<file path="src/rtl/sprite_blitter.sv">
// rtl/sprite_blitter.sv - DXYN sprite draw engine: RAM byte fetch and VRAM XOR read-modify-write
//
// Purpose:
//   Executes one CHIP-8 / SCHIP / XO-CHIP DXYN draw. Sprite rows are fetched
//   from RAM one byte at a time, each set bit is XORed into the selected VRAM
//   plane by a read-modify-write, and any plane bit that was already set
//   raises the collision (VF) result. Acts as the writer end of the VRAM
//   pixel port while busy is high.
//
// Ports:
//   clk, reset          system clock, synchronous active-high reset
//   start               one-cycle draw request, accepted only when idle
//   x, y                raw VX / VY, reduced modulo the screen size at start
//   n                   sprite height, 0 selects a 16x16 sprite
//   i_addr              address of the first sprite byte
//   hires               1 = 128x64 screen, 0 = 64x32 (top-left of VRAM)
//   plane_mask          bit k enables plane k
//   busy, done          handshake: busy during the draw, done one-cycle pulse
//   collision           VF result, updated with done
//   ram_addr, ram_dout  sprite fetch port, data one cycle after address
//   vram_hpos/vpos      VRAM pixel address
//   vram_pixeli/we      VRAM write data and strobe
//   vram_pixelo         VRAM read data, one cycle after address

module sprite_blitter #(
   parameter int ADDR_W = 16,
   parameter int HRES_W = 7,
   parameter int VRES_W = 6
) (
   input  logic              clk,
   input  logic              reset,
   input  logic              start,
   input  logic [7:0]        x,
   input  logic [7:0]        y,
   input  logic [3:0]        n,
   input  logic [ADDR_W-1:0] i_addr,
   input  logic              hires,
   input  logic [1:0]        plane_mask,
   output logic              busy,
   output logic              done,
   output logic              collision,
   output logic [ADDR_W-1:0] ram_addr,
   input  logic [7:0]        ram_dout,
   output logic [HRES_W-1:0] vram_hpos,
   output logic [VRES_W-1:0] vram_vpos,
   output logic [1:0]        vram_pixeli,
   input  logic [1:0]        vram_pixelo,
   output logic              vram_we
);

   typedef enum logic [2:0] {
      S_IDLE,
      S_FETCH,
      S_FWAIT,
      S_PIX,
      S_RD,
      S_WR,
      S_DONE
   } state_t;

   // Modulo masks for the raw VX / VY values in each resolution.
   localparam logic [7:0] X_MASK_HI = 8'((1 << HRES_W) - 1);
   localparam logic [7:0] X_MASK_LO = 8'((1 << (HRES_W - 1)) - 1);
   localparam logic [7:0] Y_MASK_HI = 8'((1 << VRES_W) - 1);
   localparam logic [7:0] Y_MASK_LO = 8'((1 << (VRES_W - 1)) - 1);

   state_t            r_state;
   logic              r_busy;
   logic              r_done;
   logic              r_coll;
   logic              r_coll_acc;
   logic [ADDR_W-1:0] r_ram_addr;
   logic [HRES_W-1:0] r_hpos;
   logic [VRES_W-1:0] r_vpos;
   logic [7:0]        r_x0;
   logic [7:0]        r_y0;
   logic              r_wide;
   logic [4:0]        r_rows;
   logic              r_hires;
   logic [1:0]        r_mask;
   logic              r_plane;
   logic [4:0]        r_row;
   logic [4:0]        r_col;
   logic              r_hi_done;
   logic [15:0]       r_shift;

   logic [7:0]        w_px;
   logic [7:0]        w_py;
   logic [8:0]        w_scr_w;
   logic [8:0]        w_scr_h;
   logic              w_vis;
   logic              w_row_end;
   logic              w_more_rows;
   logic [1:0]        w_plane_bit;

   // Absolute pixel position; one bit wider than VRAM so that positions
   // past the right/bottom edge are clipped instead of wrapping.
   assign w_px        = r_x0 + {3'b000, r_col};
   assign w_py        = r_y0 + {3'b000, r_row};
   assign w_scr_w     = r_hires ? 9'(1 << HRES_W) : 9'(1 << (HRES_W - 1));
   assign w_scr_h     = r_hires ? 9'(1 << VRES_W) : 9'(1 << (VRES_W - 1));
   assign w_vis       = ({1'b0, w_px} < w_scr_w) && ({1'b0, w_py} < w_scr_h);
   assign w_row_end   = (r_col == (r_wide ? 5'd16 : 5'd8));
   assign w_more_rows = ((r_row + 5'd1) < r_rows);
   assign w_plane_bit = r_plane ? 2'b10 : 2'b01;

   always_ff @(posedge clk) begin
      if (reset) begin
         r_state    <= S_IDLE;
         r_busy     <= 1'b0;
         r_done     <= 1'b0;
         r_coll     <= 1'b0;
         r_coll_acc <= 1'b0;
         r_ram_addr <= '0;
         r_hpos     <= '0;
         r_vpos     <= '0;
         r_x0       <= '0;
         r_y0       <= '0;
         r_wide     <= 1'b0;
         r_rows     <= '0;
         r_hires    <= 1'b0;
         r_mask     <= '0;
         r_plane    <= 1'b0;
         r_row      <= '0;
         r_col      <= '0;
         r_hi_done  <= 1'b0;
         r_shift    <= '0;
      end else begin
         r_done <= 1'b0;
         case (r_state)
            S_IDLE: begin
               if (start) begin
                  r_busy     <= 1'b1;
                  r_coll_acc <= 1'b0;
                  r_ram_addr <= i_addr;
                  r_x0       <= x & (hires ? X_MASK_HI : X_MASK_LO);
                  r_y0       <= y & (hires ? Y_MASK_HI : Y_MASK_LO);
                  r_wide     <= (n == 4'd0);
                  r_rows     <= (n == 4'd0) ? 5'd16 : {1'b0, n};
                  r_hires    <= hires;
                  r_mask     <= plane_mask;
                  // First enabled plane; with no plane enabled the draw
                  // goes straight to DONE and this value is never used.
                  r_plane    <= ~plane_mask[0];
                  r_row      <= '0;
                  r_col      <= '0;
                  r_hi_done  <= 1'b0;
                  r_state    <= (plane_mask == 2'b00) ? S_DONE : S_FETCH;
               end
            end

            S_FETCH: begin
               // Address was presented this cycle; plane data is contiguous,
               // so the pointer simply runs forward across rows and planes.
               r_ram_addr <= r_ram_addr + ADDR_W'(1);
               r_state    <= S_FWAIT;
            end

            S_FWAIT: begin
               if (r_wide && !r_hi_done) begin
                  r_shift[15:8] <= ram_dout;
                  r_hi_done     <= 1'b1;
                  r_state       <= S_FETCH;
               end else begin
                  if (r_wide) begin
                     r_shift[7:0] <= ram_dout;
                  end else begin
                     r_shift <= {ram_dout, 8'h00};
                  end
                  r_hi_done <= 1'b0;
                  r_col     <= '0;
                  r_state   <= S_PIX;
               end
            end

            S_PIX: begin
               if (w_row_end) begin
                  if (w_more_rows) begin
                     r_row   <= r_row + 5'd1;
                     r_state <= S_FETCH;
                  end else if (!r_plane && r_mask[1]) begin
                     r_plane <= 1'b1;
                     r_row   <= '0;
                     r_state <= S_FETCH;
                  end else begin
                     r_state <= S_DONE;
                  end
               end else begin
                  r_shift <= {r_shift[14:0], 1'b0};
                  r_col   <= r_col + 5'd1;
                  if (r_shift[15] && w_vis) begin
                     r_hpos  <= w_px[HRES_W-1:0];
                     r_vpos  <= w_py[VRES_W-1:0];
                     r_state <= S_RD;
                  end
               end
            end

            S_RD: begin
               r_state <= S_WR;
            end

            S_WR: begin
               if (vram_pixelo[r_plane]) begin
                  r_coll_acc <= 1'b1;
               end
               r_state <= S_PIX;
            end

            S_DONE: begin
               r_done  <= 1'b1;
               r_busy  <= 1'b0;
               r_coll  <= r_coll_acc;
               r_state <= S_IDLE;
            end

            default: begin
               r_state <= S_IDLE;
            end
         endcase
      end
   end

   assign busy      = r_busy;
   assign done      = r_done;
   assign collision = r_coll;
   assign ram_addr  = r_ram_addr;
   assign vram_hpos = r_hpos;
   assign vram_vpos = r_vpos;

   // The read data only arrives in the WR cycle, so the write data and strobe
   // are decoded from the state register rather than registered a cycle
   // ahead; this keeps a visible set bit at three cycles.
   assign vram_we     = (r_state == S_WR);
   assign vram_pixeli = vram_pixelo ^ w_plane_bit;

endmodule

</file>
<file path="config.mk">
export PLATFORM = sky130hd
export DESIGN_NAME = sprite_blitter
export DESIGN_NICKNAME = d
export VERILOG_FILES = /design/src/rtl/sprite_blitter.sv
export SDC_FILE = /design/constraint.sdc
export NUM_CORES = 1
export LEC_CHECK = 0
export ABC_CLOCK_PERIOD_IN_PS = 2700
export CORE_ASPECT_RATIO = 0.5
export CORE_UTILIZATION = 57
export DETAILED_ROUTE_END_ITERATION = 12
export DONT_BUFFER_PORTS = 1
export GPL_TIMING_DRIVEN = 0
export PLACE_DENSITY = 0.81
export SLEW_MARGIN = 20
export SYNTH_ARGS = -nofsm -noshare
export SYNTH_HDL_FRONTEND = slang
export SYNTH_SLANG_ARGS = --single-unit
</file>
<file path="constraint.sdc">
create_clock -name clk -period 2.7 [get_ports clk]
set_input_delay 0.54 -clock clk [delete_from_list [all_inputs] [get_ports clk]]
set_output_delay 0.54 -clock clk [all_outputs]
set_load 0.01 [all_outputs]
</file>
### After elaboration in Yosys (flattened, before gate mapping)

Index checks and enable logic that the tools add are counted.

* register bits after elaboration: 89
* bits of input ports: 52

* $add $sub $neg: 5
* magnitude comparators: 4
* eq/ne operators: 17
* mux-type cells: 46
* bitwise logic cells: 5
* reductions and logical operators: 28

Operators by type and width (count)
* $pmux 16 s2: 2
* $mux 5: 8
* $mux 8: 5
* $mux 16: 2
* $mux 3: 6
* $pmux 3 s6: 1
* $add 16x1->16 const B: 1
* $add 8x5->8: 2
* $pmux 5 s3: 1
* $mux 7: 2
* $ne 2x2->1 const B: 6
* $reduce_and 3->1: 4
* $reduce_bool 2->1: 6
* $mux 1: 11
* $add 5x1->5 const B: 2
* $pmux 5 s2: 1
* $reduce_and 2->1: 5
* $eq 3x3->1 const B: 3
* $ne 3x3->1 const B: 3
* $and 8x6->8: 1
* $and 8x7->8: 1
* $lt 8x7->1: 1
* $lt 8x8->1: 1
* $pmux 1 s2: 4
* 18 further kinds: 26

### Logic depth before layout (Yosys ltp)

* depth after elaboration: 7
* mapped depth: 15

### Worst setup path before layout

OpenSTA, ideal clock, no wires.

* path type: register to register
* from: reg r_col[1]
* to: reg r_vpos[5] (netlist: vram_vpos[5])
* library setup time: 0.132 ns
* arrival time: 2.486 ns
* data required time: 2.568 ns
* setup slack: 0.081 ns
* stages on the path, launching flop included: 12
* period minus slack after synthesis: 2.619 ns
* cells stage by stage: dfxtp_1 -> ha_1 -> a21o_1 -> a311o_1 -> a21oi_1 -> nor2_1 -> ha_1 -> and4_4 -> a311o_1 -> buf_6 -> o21ai_1 -> a21oi_1

* cells in the longest elaborated chain, start to end: 5

Ends and longest elaborated chain
* from (decl): line 83 `logic [4:0] r_col;`
* from (signal assigned): line 190 `r_col <= r_col + 5'd1;`
* $add 8x5->8: line 98 `assign w_px = r_x0 + {3'b000, r_col};`
* $lt 8x8->1: line 102 `assign w_vis = ({1'b0, w_px} < w_scr_w) && ({1'b0, w_py} < w_scr_h);`
* $logic_and 1x1->1: line 102
* $logic_and 1x1->1: line 191 `if (r_shift[15] && w_vis) begin`
* $reduce_and 3->1 (no source line) (*)
* to (signal assigned): line 193 `r_vpos <= w_py[VRES_W-1:0];`
* to (decl): line 74 `logic [VRES_W-1:0] r_vpos;`

Mark *: on every way between the ends. The rest lies on a longest branch, timed or not.
A chain may end at the register's enable or synchronous reset.

### Worst setup path after layout

* from: reg r_row[0]
* to: reg r_vpos[5] (netlist: vram_vpos[5])

* cells in the longest elaborated chain, start to end: 5

Ends and longest elaborated chain
* from (decl): line 82 `logic [4:0] r_row;`
* from (signal assigned): line 179 `r_row <= r_row + 5'd1;`
* $add 8x5->8 (*): line 99 `assign w_py = r_y0 + {3'b000, r_row};`
* $lt 8x7->1: line 102
* $logic_and 1x1->1: line 102
* $logic_and 1x1->1: line 191
* $reduce_and 3->1 (no source line)

Marked as above.

==> out/results.ini <==
[status]
status=finished with violations
violations=negative setup slack

[min_path]
min_to=r_plane
min_from=plane_mask[0]
hp-class=in2reg
holdPathStages=1

[placed_design]
hpwl_um=8470
place_area_um2=4530
pre_cts_ws_ns=-0.195
gp_congestion=0.902
portBuffers=0

[worst_setup_path]
r2r_setup_slack_ns=-0.04
timing.rr.start=r_row[0]
cp-end-kind=flip-flop
path_class=reg2reg
critPathBufInv=4
r2r_cells=16
crit_chain=ha_4, inv_2, fa_2, inv_2, a21o_1, a21oi_2, nor2b_1, o21a_1, ha_2, nor2_1, nand2_1, buf_6, a311oi_4, buf_6, nand3_2, a21oi_2
crit_path_max_fanout=5
critPathMaxStageDelay_ns=0.40
regToRegEndpoint=vram_vpos[5]
required_ns=2.97
crit_slowest_cell=a311oi_4
crit_arrival_ns=3.02
path_delay_family=compound AO/OA/AOI/OAI gates
cp-start-kind=flip-flop

[global_routing]
grt_pass1_vias=3826
grt_max_degree=13
grt_pass1_wl_um=18800
track_usage_pct=30.2
overflow=0
antenna_found_initial=0

[sta]
drv_slew=0
tightest_slew_ns=0.976
final.setup.worst_slack_ns=-0.0437
max_freq_ghz=0.364
hold_violations=0
fin_crit_ns=2.74
finClkSkew_ns=0.00688
setup_viol=9
timing.slew.headroom_pct=34.8
rsz0062_at_grt=yes
period_share_pct=102

[yosys]
synth.top_cells.by_count=nand2_1 (92), dfxtp_1 (84), a21oi_1 (67), nor2_1 (46)
synth_seq_cells=84
synth_top_cell_area_share_pct=38.2
yosysTopAreaCell=dfxtp_1
async_flop_share_pct=0
ys_seq_area_share_pct=38.2
yosys_warnings=0
synth_edf_count=0
synth_area_leaders=dfxtp_1 (38%), nand2_1 (7.8%), a21oi_1 (7.6%)
syn_area_per_cell_um2=7.92
synth_cell_types=58
yosys.cell_count.top_type=nand2_1
synth_area_um2=4410
syn_nets=630
syn_inst=556
ys_dominant_reg_cell=dfxtp_1

[route]
routed.top_layer=met4
drc_errors=0
wl_met1_um=5350
drt_iter0_drc=368
drt-vias-per-instance=6.27
met2WireLength_um=5230
wl_um=12200
post_drt_wl_per_cell_um=18.0
num_vias=4250
route.met3.wl_um=1400
drt-pass1-iter-count=5
antenna_left=0

[finish]
drive_above_1_share_pct=13.9
final_cell_area_um2=5090
nFillCells=581
area_growth_pct=15.6
antenna_cells=0
nets=653

[clock_network]
cts_max_path_buffers=2
numCtsBuffers=9
clock_latency_ns=0.35
hold_buffers=0
numClockSinks=84
cts_tree=done
h-tree-depth=3
clk_pin_slew_worst_paths_ns=0.06
cts_root_buf=clkbuf_16

[power]
leakagePower_nw=1.83
ir_drop_mv=0.452
powerDensity_nw_per_um2=664

[floorplan]
die_area_um2=8110
start_util_pct=59.5
top_level_ports=87
fp.dieW_um=126
coreArea_um2=7400
die_h_um=64.2
rows=22

[run]
drv_cap=0

==> worst register-to-register path, delay by kind of cell, from the launching register on <==
kind / cells / cell delay (ns)
buf+inv: 4 / 0.41
flops: 1 / 0.36
compound gates: 5 / 1.08
fa+ha+maj: 3 / 0.53
simple gates: 4 / 0.31
==> power by group <==
part / total, mW / switching (mW) / internal (mW)
logic: 0.658 / 0.421 / 0.237
registers: 1.48 / 0.131 / 1.35
clock network: 1.24 / 0.489 / 0.756
==> placed cells by master (no fill, tap or decap), types with 6 or more instances in the layout <==
cell | Yosys | layout
nand2_1 | 92 | 92
dfxtp_1 | 84 | 76
a21oi_1 | 67 | 60
nor2_1 | 46 | 44
clkbuf_1 | 23 | 24
nand3_1 | 23 | 16
inv_1 | 16 | 14
a21o_1 | 14 | 14
ha_1 | 20 | 14
nor3_1 | 12 | 12
xnor2_1 | 11 | 11
nand4_1 | 11 | 11
buf_4 | 1 | 10
clkbuf_16 | 0 | 9
a311oi_1 | 9 | 8
o21ai_0 | 10 | 8
nand3_2 | 1 | 8
a21oi_2 | 0 | 7
nor4_1 | 7 | 7
o21ai_1 | 11 | 7
o211ai_1 | 7 | 7
a211oi_1 | 8 | 7
and3_1 | 6 | 6
nor2b_1 | 6 | 6
==> sequential cells by signal (all words and copies together) (netlist names) <==
name        flops
r_shift        16
ram_addr       16
r_x0            7
vram_hpos       7
r_y0            6
vram_vpos       6
r_col           5
r_row           5
r_rows          4
r_state         3
busy            1
collision       1
done            1
r_coll_acc      1
r_hi_done       1
r_hires         1
r_mask          1
r_plane         1
r_wide          1
==> layout make-up <==
cell class | count | area [µm²] | area share (%)
buffer | 31 | 138 | 2.70
clock buffer | 12 | 256 | 5.03
clock inverter | 2 | 35.0 | 0.688
inverter | 17 | 63.8 | 1.25
multi-input combinational | 424 | 2680 | 52.6
sequential | 84 | 1700 | 33.4
tap | 96 | 120 | 2.36
timing repair buffer | 12 | 101 | 1.99
==> worst max-delay path by stage <==
stage / from / to / slack, ns / depth (start not counted)
finish: r_row[0] / vram_vpos[5] / -0.04 / 16
global route: r_row[0] / vram_vpos[5] / -0.15 / 16
detailed placement: r_col[3] / vram_hpos[2] / -0.20 / 10
floorplan: r_col[1] / vram_vpos[5] / 0.08 / 11
global placement: r_col[3] / vram_hpos[2] / -0.16 / 10
CTS: r_row[0] / vram_hpos[5] / 0.001 / 15
==> stage by stage <==
step | utilization (%) | instances | TNS [ns] | power (mW) | hold WS [ns]
after floorplan | - | 556 | 0 | 1.94 | 0.432
after global placement | 61.1 | 652 | -1.91 | 2.09 | 0.439
after detailed placement | 61.1 | 652 | -2.75 | 2.11 | 0.444
after CTS | 65.9 | 670 | 0 | 3.34 | 0.300
after global routing | 68.8 | 678 | -1.34 | 3.54 | 0.293
final | 68.8 | 678 | -0.0961 | 3.38 | 0.299
==> layer usage <==
layer,GRT usage [%],vias up
met5,0,-
li1,-,2047
met4,8.89,0
met1,38.7,1962
met2,45.9,220
met3,13.2,21
==> what timing repair did <==
action | in CTS | in global routing
gates resized for setup | 11 | 44
pin swaps | 4 | 24
cloned | 1 | 1
setup buffers | 3 | 7
endpoints found under the setup margin | 21 | 21
==> cells by family (layout without fill, tap and decap cells) <==
group           Yosys count  after routing  synth area share, %
simple gates            226            226                 23.9
compound gates          157            157                 22.9
flops                    84             84                 38.2
buf+inv                  48             74                 4.57
fa+ha+maj                22             22                 6.59
xor+xnor                 16             16                 3.18
mux                       3              3                0.738
(Power assumes the default switching activity.)
==> RTL change, RTL diff (same settings) <==
`ADDR_W`: 16 -> 17.
--- a/src/rtl/sprite_blitter.sv
+++ b/src/rtl/sprite_blitter.sv
@@ -23,7 +23,7 @@
 //   vram_pixelo         VRAM read data, one cycle after address
 
 module sprite_blitter #(
-   parameter int ADDR_W = 16,
+   parameter int ADDR_W = 17,
    parameter int HRES_W = 7,
    parameter int VRES_W = 6
 ) (
Interface: changed (resized i_addr and ram_addr); port bits go from 87 to 89. No check against the original RTL was run, so the function may have changed too.
==> RTL change against the unedited design <==
- power rose by 10%
- sequential cell count rose by 1
- combinational power rose by 40%
- sequential share of layout area fell by 0.72 points
- final area rose by 3.3%
- final cell count rose by 3.5%
- area after synthesis rose by 3.5%
- via count fell by 2.0%
- largest cell class unchanged
- wire length fell by 7.6%
- critical path depth fell by 5
- count of clock-buffer cells in the layout rose by 3
- synthesized cell count rose by 1.3%
- clock skew fell by 0.0045 ns
- largest power group unchanged
- worst setup slack improved by 0.083 ns
==> RTL change: results (changes against the unedited design) <==
[yosys]
synth_mux_area_share_pct = 4.529  ; was 0.7384%
synthTopCellsByCount = nand2_1 (110), dfxtp_1 (85), a21oi_1 (54)  ; was nand2_1 (92), dfxtp_1 (84), a21oi_1 (67)
synth_seq_area_share_pct = 37.33  ; was 38.17%
synthesis.nets = 638  ; was 630
yosys.area_share.xor_xnor_pct = 2.882  ; was 3.181%
synth_cells = 563  ; was 556
synthAdderAreaFrac_pct = 6.368  ; was 6.589%
synth_compound_area_share_pct = 20.07  ; was 22.89%

[detailed_routing]
drt-total-wl_um = 11250  ; was 12180 um
first_iter_violations = 248  ; was 368
firstDrtPassIters = 6  ; was 5

[power_and_ir_drop]
powerDensity_mw_per_mm2 = 706.4  ; was 663.6 mW/mm^2
p_seq_mw = 1.59  ; was 1.48 mW
p_leak_nw = 1.942  ; was 1.830 nW

[setup_path]
critical-path-max-stage-delay_ns = 0.37  ; was 0.40 ns
cp_max_fo = 4  ; was 5
r2r_slack_ns = 0.04  ; was -0.04 ns
crit_slowest_cell = dfxtp_4  ; was a311oi_4

[finish]
final_nets = 664  ; was 653
drive_gt1_share_pct = 12.63  ; was 13.92%
final_util_pct = 69.81  ; was 68.81%

[place]
dp_cells = 671  ; was 652
dpl.hpwl_um = 8152  ; was 8471 um

[timing]
holdWs_ns = 0.3071  ; was 0.2993 ns
finalCritPeriodShare_pct = 98.53  ; was 101.6%
skew_ns = 0.002416  ; was 0.006882 ns
slew-limit-headroom_pct = 51.80  ; was 34.77%

[global_routing]
grt_pass1_vias = 3772  ; was 3826
grt_pass1_wl_um = 18280  ; was 18780 um

[status]
status = completed  ; was finished with violations

==> RTL change: what timing repair did <==
item	CTS	global route
resized for setup	19	17
setup buffers	3	13
pin swaps	2	15
endpoints found under the setup margin	14	9
==> RTL change: routing by layer <==
metal / up-vias / part of all wire [%] / track usage, %
li1: 2053 / - / -
met1: 1948 / 46 / 37.34
met2: 145 / 45 / 44.73
met3: 17 / 8.2 / 8.958
met4: 0 / 1.3 / 8.529
met5: - / 0 / 0
==> RTL change: cell type report <==
class                   instances  area (sq um)
flip-flops and latches         85          1720
clock inverters                 1         30.03
repair buffers                 16         131.4
inverters                      16         60.06
clock buffers                  15         257.7
multi-input cells             430          2800
plain buffers                  31         130.1
well taps                     108         135.1
fillers                       631          2277
==> RTL change: cells by family after synthesis <==
group	Yosys count
adder cells (fa/ha/maj)	22
multiplexers	20
flip-flops	85
AND/OR/NAND/NOR	240
buffers and inverters	48
AO/OA/AOI/OAI	133
XOR/XNOR	15
